===== config.mk =====
export PLATFORM = sky130hd
export DESIGN_NAME = dvi_video_timing_flat
export DESIGN_NICKNAME = d
export VERILOG_FILES = /design/src/rtl/dvi_video_timing_if.sv /design/src/rtl/dvi_video_timing.sv /design/src/flat_wrapper.sv
export SDC_FILE = /design/constraint.sdc
export NUM_CORES = 1
export LEC_CHECK = 0
export ABC_CLOCK_PERIOD_IN_PS = 10330
export BUFFER_PORTS_ARGS = -buffer_cell sky130_fd_sc_hd__buf_2
export CAP_MARGIN = 20
export CORE_MARGIN = 4
export CORE_UTILIZATION = 62
export CTS_CLUSTER_SIZE = 14
export DETAILED_ROUTE_END_ITERATION = 8
export PLACE_DENSITY = 0.84
export SETUP_SLACK_MARGIN = 0.3
export SLEW_MARGIN = 40
export SYNTH_ARGS = -nofsm -noshare
export SYNTH_HDL_FRONTEND = slang
export SYNTH_SLANG_ARGS = --single-unit

===== constraint.sdc =====
create_clock -name iSysClk -period 10.33 [get_ports iSysClk]
set_input_delay 0.5165 -clock iSysClk [delete_from_list [all_inputs] [get_ports iSysClk]]
set_output_delay 0.5165 -clock iSysClk [all_outputs]
set_load 0.02 [all_outputs]

===== src/rtl/dvi_video_timing_if.sv =====
// DVI video timing bundle: run controls into the generator, sync/DE/pixel data out.
// master = timing generator, slave = consumer of the video stream.
interface dvi_video_timing_if;
    logic        iEn;
    logic [1:0]  iMode;
    logic        oDviHsync;
    logic        oDviVsync;
    logic        oDviDe;
    logic [11:0] oDviDataRise;
    logic [11:0] oDviDataFall;
    logic        oFrameStart;

    modport master (
        input  iEn, iMode,
        output oDviHsync, oDviVsync, oDviDe, oDviDataRise, oDviDataFall, oFrameStart
    );

    modport slave (
        output iEn, iMode,
        input  oDviHsync, oDviVsync, oDviDe, oDviDataRise, oDviDataFall, oFrameStart
    );
endinterface


===== src/rtl/dvi_video_timing.sv =====
// Video timing and test-pattern generator for the DVI path; outputs are registered one cycle after the counters.
// Optional DVI_TIMING_SCROLL_EN: pattern scrolls left one pixel per frame.
module dvi_video_timing #(
    parameter int          H_ACTIVE   = 640,
    parameter int          H_FP       = 16,
    parameter int          H_SYNC     = 96,
    parameter int          H_BP       = 48,
    parameter int          V_ACTIVE   = 480,
    parameter int          V_FP       = 10,
    parameter int          V_SYNC     = 2,
    parameter int          V_BP       = 33,
    parameter logic        HS_POL     = 1'b0,
    parameter logic        VS_POL     = 1'b0,
    parameter int          CHECK_LOG2 = 4,
    parameter logic [23:0] SOLID_RGB  = 24'h0000FF
) (
    input logic iSysClk,
    input logic iSysRst,
    dvi_video_timing_if.master dvi
);
    localparam int H_TOTAL = H_ACTIVE + H_FP + H_SYNC + H_BP;
    localparam int V_TOTAL = V_ACTIVE + V_FP + V_SYNC + V_BP;
    localparam int HW      = $clog2(H_TOTAL);
    localparam int VW      = $clog2(V_TOTAL);
    localparam int BAR_W   = H_ACTIVE >> 3;
    localparam logic [HW-1:0] H_LAST = HW'(H_TOTAL - 1);
    localparam logic [VW-1:0] V_LAST = VW'(V_TOTAL - 1);

    logic [HW-1:0] hCnt;
    logic [VW-1:0] vCnt;
    logic [1:0]    modeReg;
    logic [1:0]    modeEff;
    logic          atOrigin, hEnd, vEnd;
    logic          active, hsAct, vsAct;
    logic [31:0]   xPix, yPix, xs;
    logic [2:0]    barIdx;
    logic [23:0]   rgb;
`ifdef DVI_TIMING_SCROLL_EN
    logic [HW-1:0] scrollOff;
`endif

    always_comb begin
        atOrigin = (hCnt == '0) && (vCnt == '0);
        hEnd     = (hCnt == H_LAST);
        vEnd     = (vCnt == V_LAST);
        // The origin pixel already belongs to the new frame, so it sees the freshly sampled mode.
        modeEff  = atOrigin ? dvi.iMode : modeReg;
        xPix     = 32'(hCnt);
        yPix     = 32'(vCnt);
`ifdef DVI_TIMING_SCROLL_EN
        xs = xPix + 32'(scrollOff);
        if (xs >= 32'(H_ACTIVE)) xs = xs - 32'(H_ACTIVE);
`else
        xs = xPix;
`endif
        active = (xPix < 32'(H_ACTIVE)) && (yPix < 32'(V_ACTIVE));
        hsAct  = (xPix >= 32'(H_ACTIVE + H_FP)) && (xPix < 32'(H_ACTIVE + H_FP + H_SYNC));
        vsAct  = (yPix >= 32'(V_ACTIVE + V_FP)) && (yPix < 32'(V_ACTIVE + V_FP + V_SYNC));

        barIdx = 3'd0;
        for (int k = 1; k < 8; k++) begin
            if (xs >= 32'(k * BAR_W)) barIdx = barIdx + 3'd1;
        end

        rgb = 24'h000000;
        case (modeEff)
            2'd0: begin
                case (barIdx)
                    3'd0:    rgb = 24'hFFFFFF;
                    3'd1:    rgb = 24'hFFFF00;
                    3'd2:    rgb = 24'h00FFFF;
                    3'd3:    rgb = 24'h00FF00;
                    3'd4:    rgb = 24'hFF00FF;
                    3'd5:    rgb = 24'hFF0000;
                    3'd6:    rgb = 24'h0000FF;
                    default: rgb = 24'h000000;
                endcase
            end
            2'd1:    rgb = (xs[CHECK_LOG2] ^ yPix[CHECK_LOG2]) ? 24'hFFFFFF : 24'h000000;
            2'd2:    rgb = {3{xs[7:0]}};
            default: rgb = SOLID_RGB;
        endcase
        if (!active) rgb = 24'h000000;
    end

    always_ff @(posedge iSysClk or posedge iSysRst) begin
        if (iSysRst) begin
            hCnt             <= '0;
            vCnt             <= '0;
            modeReg          <= 2'd0;
            dvi.oDviHsync    <= ~HS_POL;
            dvi.oDviVsync    <= ~VS_POL;
            dvi.oDviDe       <= 1'b0;
            dvi.oDviDataRise <= 12'h000;
            dvi.oDviDataFall <= 12'h000;
            dvi.oFrameStart  <= 1'b0;
`ifdef DVI_TIMING_SCROLL_EN
            scrollOff        <= '0;
`endif
        end else if (!dvi.iEn) begin
            hCnt             <= '0;
            vCnt             <= '0;
            modeReg          <= 2'd0;
            dvi.oDviHsync    <= ~HS_POL;
            dvi.oDviVsync    <= ~VS_POL;
            dvi.oDviDe       <= 1'b0;
            dvi.oDviDataRise <= 12'h000;
            dvi.oDviDataFall <= 12'h000;
            dvi.oFrameStart  <= 1'b0;
`ifdef DVI_TIMING_SCROLL_EN
            scrollOff        <= '0;
`endif
        end else begin
            if (hEnd) begin
                hCnt <= '0;
                vCnt <= vEnd ? '0 : vCnt + 1'b1;
            end else begin
                hCnt <= hCnt + 1'b1;
            end
            if (atOrigin) modeReg <= dvi.iMode;
`ifdef DVI_TIMING_SCROLL_EN
            // Advance on the last pixel so the whole next frame, origin included, uses the new offset.
            if (hEnd && vEnd)
                scrollOff <= (scrollOff == HW'(H_ACTIVE - 1)) ? '0 : scrollOff + 1'b1;
`endif
            dvi.oDviHsync    <= hsAct ? HS_POL : ~HS_POL;
            dvi.oDviVsync    <= vsAct ? VS_POL : ~VS_POL;
            dvi.oDviDe       <= active;
            dvi.oDviDataRise <= rgb[11:0];
            dvi.oDviDataFall <= rgb[23:12];
            dvi.oFrameStart  <= atOrigin;
        end
    end
endmodule


===== src/flat_wrapper.sv =====
// flat-port wrapper written by rule: the top's interface ports become plain ports
module dvi_video_timing_flat 
#(
    parameter int          H_ACTIVE   = 640,
    parameter int          H_FP       = 16,
    parameter int          H_SYNC     = 96,
    parameter int          H_BP       = 48,
    parameter int          V_ACTIVE   = 480,
    parameter int          V_FP       = 10,
    parameter int          V_SYNC     = 2,
    parameter int          V_BP       = 33,
    parameter logic        HS_POL     = 1'b0,
    parameter logic        VS_POL     = 1'b0,
    parameter int          CHECK_LOG2 = 4,
    parameter logic [23:0] SOLID_RGB  = 24'h0000FF
)
  (iSysClk, iSysRst, dvi_iEn, dvi_iMode, dvi_oDviHsync, dvi_oDviVsync, dvi_oDviDe, dvi_oDviDataRise, dvi_oDviDataFall, dvi_oFrameStart);
  dvi_video_timing_if dvi_i ();
  input logic iSysClk;
  input logic iSysRst;
  input wire logic [$bits(dvi_i.iEn)-1:0] dvi_iEn;
  input wire logic [$bits(dvi_i.iMode)-1:0] dvi_iMode;
  output wire logic [$bits(dvi_i.oDviHsync)-1:0] dvi_oDviHsync;
  output wire logic [$bits(dvi_i.oDviVsync)-1:0] dvi_oDviVsync;
  output wire logic [$bits(dvi_i.oDviDe)-1:0] dvi_oDviDe;
  output wire logic [$bits(dvi_i.oDviDataRise)-1:0] dvi_oDviDataRise;
  output wire logic [$bits(dvi_i.oDviDataFall)-1:0] dvi_oDviDataFall;
  output wire logic [$bits(dvi_i.oFrameStart)-1:0] dvi_oFrameStart;
  assign dvi_i.iEn = dvi_iEn;
  assign dvi_i.iMode = dvi_iMode;
  assign dvi_oDviHsync = dvi_i.oDviHsync;
  assign dvi_oDviVsync = dvi_i.oDviVsync;
  assign dvi_oDviDe = dvi_i.oDviDe;
  assign dvi_oDviDataRise = dvi_i.oDviDataRise;
  assign dvi_oDviDataFall = dvi_i.oDviDataFall;
  assign dvi_oFrameStart = dvi_i.oFrameStart;
  dvi_video_timing #(.H_ACTIVE(H_ACTIVE), .H_FP(H_FP), .H_SYNC(H_SYNC), .H_BP(H_BP), .V_ACTIVE(V_ACTIVE), .V_FP(V_FP), .V_SYNC(V_SYNC), .V_BP(V_BP), .HS_POL(HS_POL), .VS_POL(VS_POL), .CHECK_LOG2(CHECK_LOG2), .SOLID_RGB(SOLID_RGB)) u_core (.iSysClk(iSysClk), .iSysRst(iSysRst), .dvi(dvi_i));
endmodule

== Word level (Yosys, flattened, before mapping) ==
Cells that the tools add are included.

* Bits in registers: 50
* Word-level logic and storage cells: 76

* Add/subtract/negate cells: 8
* Order comparisons: 13
* Equality and inequality tests: 11
* Multiplexer cells: 26
* Bitwise operators: 1
* Reductions and logical operators: 8

{| class="wikitable"
|+ Operator list
! kind !! count
|-
| $pmux W24 S7 || 1
|-
| $pmux W24 S3 || 1
|-
| $mux W10 || 5
|-
| $mux W24 || 2
|-
| $ge A10 B9 Y1 const B || 4
|-
| $mux W12 || 2
|-
| $add A10 B1 Y10 const B || 2
|-
| $eq A10 B10 Y1 const B || 2
|-
| $ge A10 B10 Y1 const B || 2
|-
| $ge A10 B8 Y1 const B || 2
|-
| $logic_not A10 Y1 || 2
|-
| $lt A10 B10 Y1 const B || 2
|-
| $lt A10 B9 Y1 const B || 2
|-
| $mux W3 || 6
|-
| $add A3 B1 Y3 const B || 5
|-
| $ge A10 B7 Y1 const B || 1
|-
| $eq A3 B3 Y1 const B || 3
|-
| $mux W1 || 7
|-
| $eq A3 B2 Y1 const B || 2
|-
| $logic_and A1 B1 Y1 || 4
|-
| $mux W2 || 2
|-
| $eq A3 B1 Y1 const B || 1
|-
| $logic_not A3 Y1 || 1
|-
| $add A1 B1 Y2 const B || 1
|-
| other kinds (5) || 5
|}

== Depth between registers and ports, before layout ==
* Depth in word-level cells: 19
* Mapped depth: 22

== Least setup slack after synthesis ==
Ideal clock, no wire load.

* Path kind: flip-flop to flip-flop
* Start: register u_core.hCnt[9]
* End: register u_core.dvi.oDviDataFall[0]
* Library setup time: 153 ps
* Arrival: 3867 ps
* Path slack: 6310 ps
* Stages on the path, launching flop included: 22
* Buffers on the path: 2
* Cells stage by stage: dfrtp_1 -> clkbuf_1 -> buf_2 -> nor3_1 -> and2_1 -> ha_1 -> xnor2_1 -> ha_1 -> o21bai_1 -> o21a_1 -> ha_1 -> o21ai_0 -> nand2_1 -> ha_1 -> a21oi_1 -> nand2_1 -> ha_1 -> inv_1 -> nor2_1 -> mux2i_1 -> xnor2_1 -> o22ai_1

* Word-level cells in the longest chain between the ends: 19
* Elaborated cells between the ends (all ways): 39

{| class="wikitable"
|+ Ends and longest elaborated chain
! element !! line !! source
|-
| from (decl) || dvi_video_timing.sv:29 || <nowiki>logic [HW-1:0] hCnt;</nowiki>
|-
| from (signal assigned) || dvi_video_timing.sv:118 || <nowiki>hCnt <= hCnt + 1'b1;</nowiki>
|-
| $ge A10 B7 Y1 || dvi_video_timing.sv:62 || <nowiki>if (xs >= 32'(k * BAR_W)) barIdx = barIdx + 3'd1;</nowiki>
|-
| $mux W1 || dvi_video_timing.sv:62 ||
|-
| $add A1 B1 Y2 || dvi_video_timing.sv:62 ||
|-
| $mux W3 || dvi_video_timing.sv:62 ||
|-
| $add A3 B1 Y3 || dvi_video_timing.sv:62 ||
|-
| $mux W3 || dvi_video_timing.sv:62 ||
|-
| $add A3 B1 Y3 || dvi_video_timing.sv:62 ||
|-
| $mux W3 || dvi_video_timing.sv:62 ||
|-
| [... 3 more ...] || n/a ||
|-
| $mux W3 || dvi_video_timing.sv:62 ||
|-
| $add A3 B1 Y3 || dvi_video_timing.sv:62 ||
|-
| $mux W3 || dvi_video_timing.sv:62 ||
|-
| $eq A3 B3 Y1 (tied with other cells) || dvi_video_timing.sv:68 || <nowiki>case (barIdx)</nowiki>
|-
| $pmux W24 S7 || dvi_video_timing.sv:68 ||
|-
| $pmux W24 S3 || dvi_video_timing.sv:66 || <nowiki>case (modeEff)</nowiki>
|-
| $mux W24 * || dvi_video_timing.sv:83 || <nowiki>if (!active) rgb = 24'h000000;</nowiki>
|-
| $mux W12 * || dvi_video_timing.sv:100 || <nowiki>end else if (!dvi.iEn) begin</nowiki>
|-
| to (signal assigned) || dvi_video_timing.sv:130 || <nowiki>dvi.oDviDataFall <= rgb[23:12];</nowiki>
|-
| to (decl) || dvi_video_timing_if.sv:15 || <nowiki>output oDviHsync, oDviVsync, oDviDe, oDviDataRise, oDviDataFall, oFrameStart</nowiki>
|}

Mark *: on every way between the ends. The rest lies on a longest branch, timed or not.
A chain may end at the register's enable or synchronous reset.

== Worst setup path after layout ==
* Start: register u_core.hCnt[9]
* End: register u_core.dvi.oDviDataRise[10]

* Word-level cells in the longest chain between the ends: 19
* Elaborated cells between the ends (all ways): 39

{| class="wikitable"
|+ Ends and longest elaborated chain
! element !! line !! source
|-
| $ge A10 B7 Y1 || dvi_video_timing.sv:62 ||
|-
| $mux W1 || dvi_video_timing.sv:62 ||
|-
| $add A1 B1 Y2 || dvi_video_timing.sv:62 ||
|-
| $mux W3 || dvi_video_timing.sv:62 ||
|-
| $add A3 B1 Y3 || dvi_video_timing.sv:62 ||
|-
| $mux W3 || dvi_video_timing.sv:62 ||
|-
| $add A3 B1 Y3 || dvi_video_timing.sv:62 ||
|-
| $mux W3 || dvi_video_timing.sv:62 ||
|-
| [... 3 more ...] || n/a ||
|-
| $mux W3 || dvi_video_timing.sv:62 ||
|-
| $add A3 B1 Y3 || dvi_video_timing.sv:62 ||
|-
| $mux W3 || dvi_video_timing.sv:62 ||
|-
| $eq A3 B3 Y1 (tied with other cells) || dvi_video_timing.sv:68 ||
|-
| $pmux W24 S7 || dvi_video_timing.sv:68 ||
|-
| $pmux W24 S3 || dvi_video_timing.sv:66 ||
|-
| $mux W24 * || dvi_video_timing.sv:83 ||
|-
| $mux W12 * || dvi_video_timing.sv:100 ||
|-
| to (signal assigned) || dvi_video_timing.sv:129 || <nowiki>dvi.oDviDataRise <= rgb[11:0];</nowiki>
|-
| to (decl) || dvi_video_timing_if.sv:15 ||
|}

Marks and branches as above.

==> results.toml <==
[timing]
finalCritPeriodShare_pct = 43.97
relSlewSlack_pct = 49.63
fin_skew_ns = 0.006886
maxSlewViolCount = 0
hold_violations = 0
rsz0062_at_grt = "no"
max_freq_mhz = 220.2
fin_crit_ns = 4.542
tightest_slew_ns = 0.7540
fin_ws_ns = 5.788
setup_viol = 0
setup_tns_ns = 0

[synthesis]
netlist_area_um2 = 2776
synth-seq-cells = 50
synth_nets = 311
synthFlopType = "dfrtp_1"
synth_edf_count = 0
synth-async-reset-ratio_pct = 100.0
synthCells = 296
seq_area_frac_synth_pct = 45.16
postSynthAreaPerCell_um2 = 9.380
synth_cell_type_count = 56
yosysWarnings = 0

[die]
die-width_um = 74.92
io_pins = 33
die_h_um = 74.92
coreArea_um2 = 4354
start_util_pct = 63.76
rows = 24
dieArea_um2 = 5613

[cells_and_area]
n_antenna_cell = 0
layout-drive-gt1-share_pct = 17.39
final_cells = 374
nets = 336
fillers = 344
area_growth_pct = 9.779

[drt]
avgViaCountPerCell = 5.989
wl_per_cell_um = 15.38
drc = 0
ant_nets = 0
drt-initial-drc-count = 212
route.vias.total = 2240
drt_pass1_iterations = 4
routed_wl_um = 5752

[clocking]
ctsHoldBuffers = 0
clkLatencyLatePin_ns = 0.30
post_cts.repair.setup_buffers = 0
cts_tree = "done"
clkSinkCount = 50
path_clk_slew_ns = 0.08
htree_levels = 2
cts_made_buffers = 5
cts_resized = 0
cts_root_buf = "clkbuf_8"
clk_path_buf_depth = 2

[critical_path]
worstPathMaxFanout = 18
worstSetupStartpointType = "flop"
end_kind = "flop"
crit_required_ns = 10.47
arrival_ns = 4.68
r2r-start = "u_core.hCnt[9]"
critPathCapture = "u_core.dvi.oDviDataRise[10]"
path_class = "reg2reg"
reg2reg_depth = 20
reg2reg_slack_ns = 5.79
r2r-end = "u_core.dvi.oDviDataRise[10]"
critical_path.startpoint = "u_core.hCnt[9]"

[place]
gp_congestion = 0.8722
hpwlAfterDp_um = 4144
preCtsSetupSlack_ns = 5.826
dp.cells = 366
portBuffers = 32

[job]
drv_cap = 0

[pwr]
p_leak_nw = 1.443
p_per_area_nw_per_um2 = 144.4
ir_worst_vdd_v = 0.00008024

[global_routing]
grt_pass1_vias = 2132
grt_start_max_net_pins = 51
antenna_found_initial = 0
grt_pass1_wl_um = 9735
grt_overflow = 0
grtUsageTotal_pct = 22.20

[status]
outcome = "finished, final reports clean"

[worst_hold_path]
min_path_type = "in2async"
## stage by stage
| step | total power, W | utilization, % | hold WS [ns] | cell area, um^2 |
|---|---|---|---|---|
| after floorplan | 0.0002803 | - | 0.4814 | 2776 |
| after global placement | 0.0003021 | 67.27 | 0.5372 | 2929 |
| after detailed placement | 0.0003044 | 67.33 | 0.5424 | 2932 |
| after CTS | 0.0004452 | 70.00 | 0.3080 | 3048 |
| after global routing | 0.0004597 | 70.00 | 0.3399 | 3048 |
| final | 0.0004402 | 70.00 | 0.2846 | 3048 |
## per-layer routing
metal  routed length, um  up-vias  GRT usage, %
li1                    -     1099             -
met1                2449     1073         28.33
met2                2965       61         39.07
met3                 284        7         4.272
met4                  53        0         4.743
met5                   0        -             0
## worst min path at each step
stage                               from                         end  cells after the start
after floorplan           u_core.vCnt[3]        u_core.dvi.oDviVsync                      1
after detailed placement  u_core.vCnt[3]        u_core.dvi.oDviVsync                      1
after global routing             iSysRst  u_core.dvi.oDviDataFall[0]                      2
final                            iSysRst  u_core.dvi.oDviDataFall[9]                      2
after CTS                        iSysRst  u_core.dvi.oDviDataFall[0]                      2
after global placement    u_core.vCnt[8]              u_core.vCnt[8]                      2
## cells in the mapped netlist, types with 2 or more instances
| library cell | count | share of area [%] |
|---|---|---|
| dfstp_2 | 2 | 1.9 |
| nand3_1 | 9 | 1.6 |
| nor4_1 | 4 | 0.90 |
| ha_1 | 10 | 4.5 |
| a21oi_1 | 21 | 3.8 |
| mux2_2 | 2 | 0.81 |
| a31oi_1 | 10 | 2.3 |
| nor2_1 | 25 | 3.4 |
| and3_1 | 4 | 0.90 |
| o31ai_1 | 2 | 0.54 |
| buf_2 | 4 | 0.72 |
| buf_6 | 2 | 0.81 |
| nor2b_1 | 4 | 0.90 |
| nor3_1 | 5 | 0.90 |
| o21a_1 | 2 | 0.54 |
| o21ai_0 | 20 | 3.6 |
| nor4b_1 | 2 | 0.63 |
| inv_1 | 14 | 1.9 |
| dfrtp_1 | 48 | 43 |
| xor2_1 | 5 | 1.6 |
| clkbuf_1 | 7 | 0.95 |
| mux2i_1 | 5 | 1.8 |
| xnor2_1 | 9 | 2.8 |
| o22ai_1 | 7 | 1.6 |
| and2_1 | 5 | 1.1 |
| nand2b_1 | 4 | 0.90 |
| nand4_1 | 5 | 1.1 |
| nand2_1 | 31 | 4.2 |
## placed cells by master, fill, tap and decap left out, types with 6 or more instances in the layout
| cell | instances |
|---|---|
| dfrtp_1 | 48 |
| buf_2 | 32 |
| nand2_1 | 31 |
| nor2_1 | 25 |
| a21oi_1 | 21 |
| o21ai_0 | 20 |
| inv_1 | 13 |
| a31oi_1 | 10 |
| ha_1 | 10 |
| nand3_1 | 9 |
| xnor2_1 | 9 |
| o22ai_1 | 7 |
| clkbuf_8 | 6 |
## layout make-up
cell class              count  area, um^2  area share [%]
well taps                  52       65.06           2.135
clock inverters             1       30.03          0.9852
flip-flops and latches     50        1254           41.13
inverters                  15       58.81           1.929
multi-input cells         217        1394           45.73
repair buffers             32       160.2           5.255
clock buffers               7       86.33           2.833
## logic make-up (layout without fill, tap and decap cells)
family	after synthesis	in the layout	share of synthesized area (%)
AND/OR/NAND/NOR	110	110	20.87
AO/OA/AOI/OAI	75	75	17.26
flip-flops	50	50	45.16
buffers and inverters	29	55	4.642
XOR/XNOR	14	14	4.416
adder cells (fa/ha/maj)	10	10	4.507
multiplexers	8	8	3.154
## report_power, final
part | leakage, nW | switching, W | internal [W] | total, W
clock | 0.0585 | 0.0000615 | 0.0000790 | 0.000140
combinational | 0.731 | 0.0000544 | 0.0000266 | 0.0000810
sequential | 0.654 | 0.00000657 | 0.000212 | 0.000219
## registers in the layout (all words and copies together), names as in the netlist
| name | flops |
|---|---|
| u_core.dvi.oDviDe | 1 |
| u_core.dvi.oDviVsync | 1 |
| u_core.dvi.oDviDataFall | 12 |
| u_core.vCnt | 10 |
| u_core.modeReg | 2 |
| u_core.hCnt | 10 |
| u_core.dvi.oDviHsync | 1 |
| u_core.dvi.oDviDataRise | 12 |
| u_core.dvi.oFrameStart | 1 |
## critical path: stages, from the launching register on
cell	delay [ns]
dfrtp_1	0.57
nor2_1	0.36
nand2_1	0.13
inv_1	0.08
ha_1	0.28
xnor2_1	0.21
ha_1	0.26
o21bai_1	0.18
o21a_1	0.13
ha_1	0.28
o21ai_0	0.08
nand2_1	0.08
ha_1	0.28
a21oi_1	0.17
nand2_1	0.08
ha_1	0.18
inv_1	0.05
nor2_1	0.05
mux2i_1	0.16
xnor2_1	0.59
o22ai_1	0.19
No activity file was read; power rests on OpenSTA's default activity.
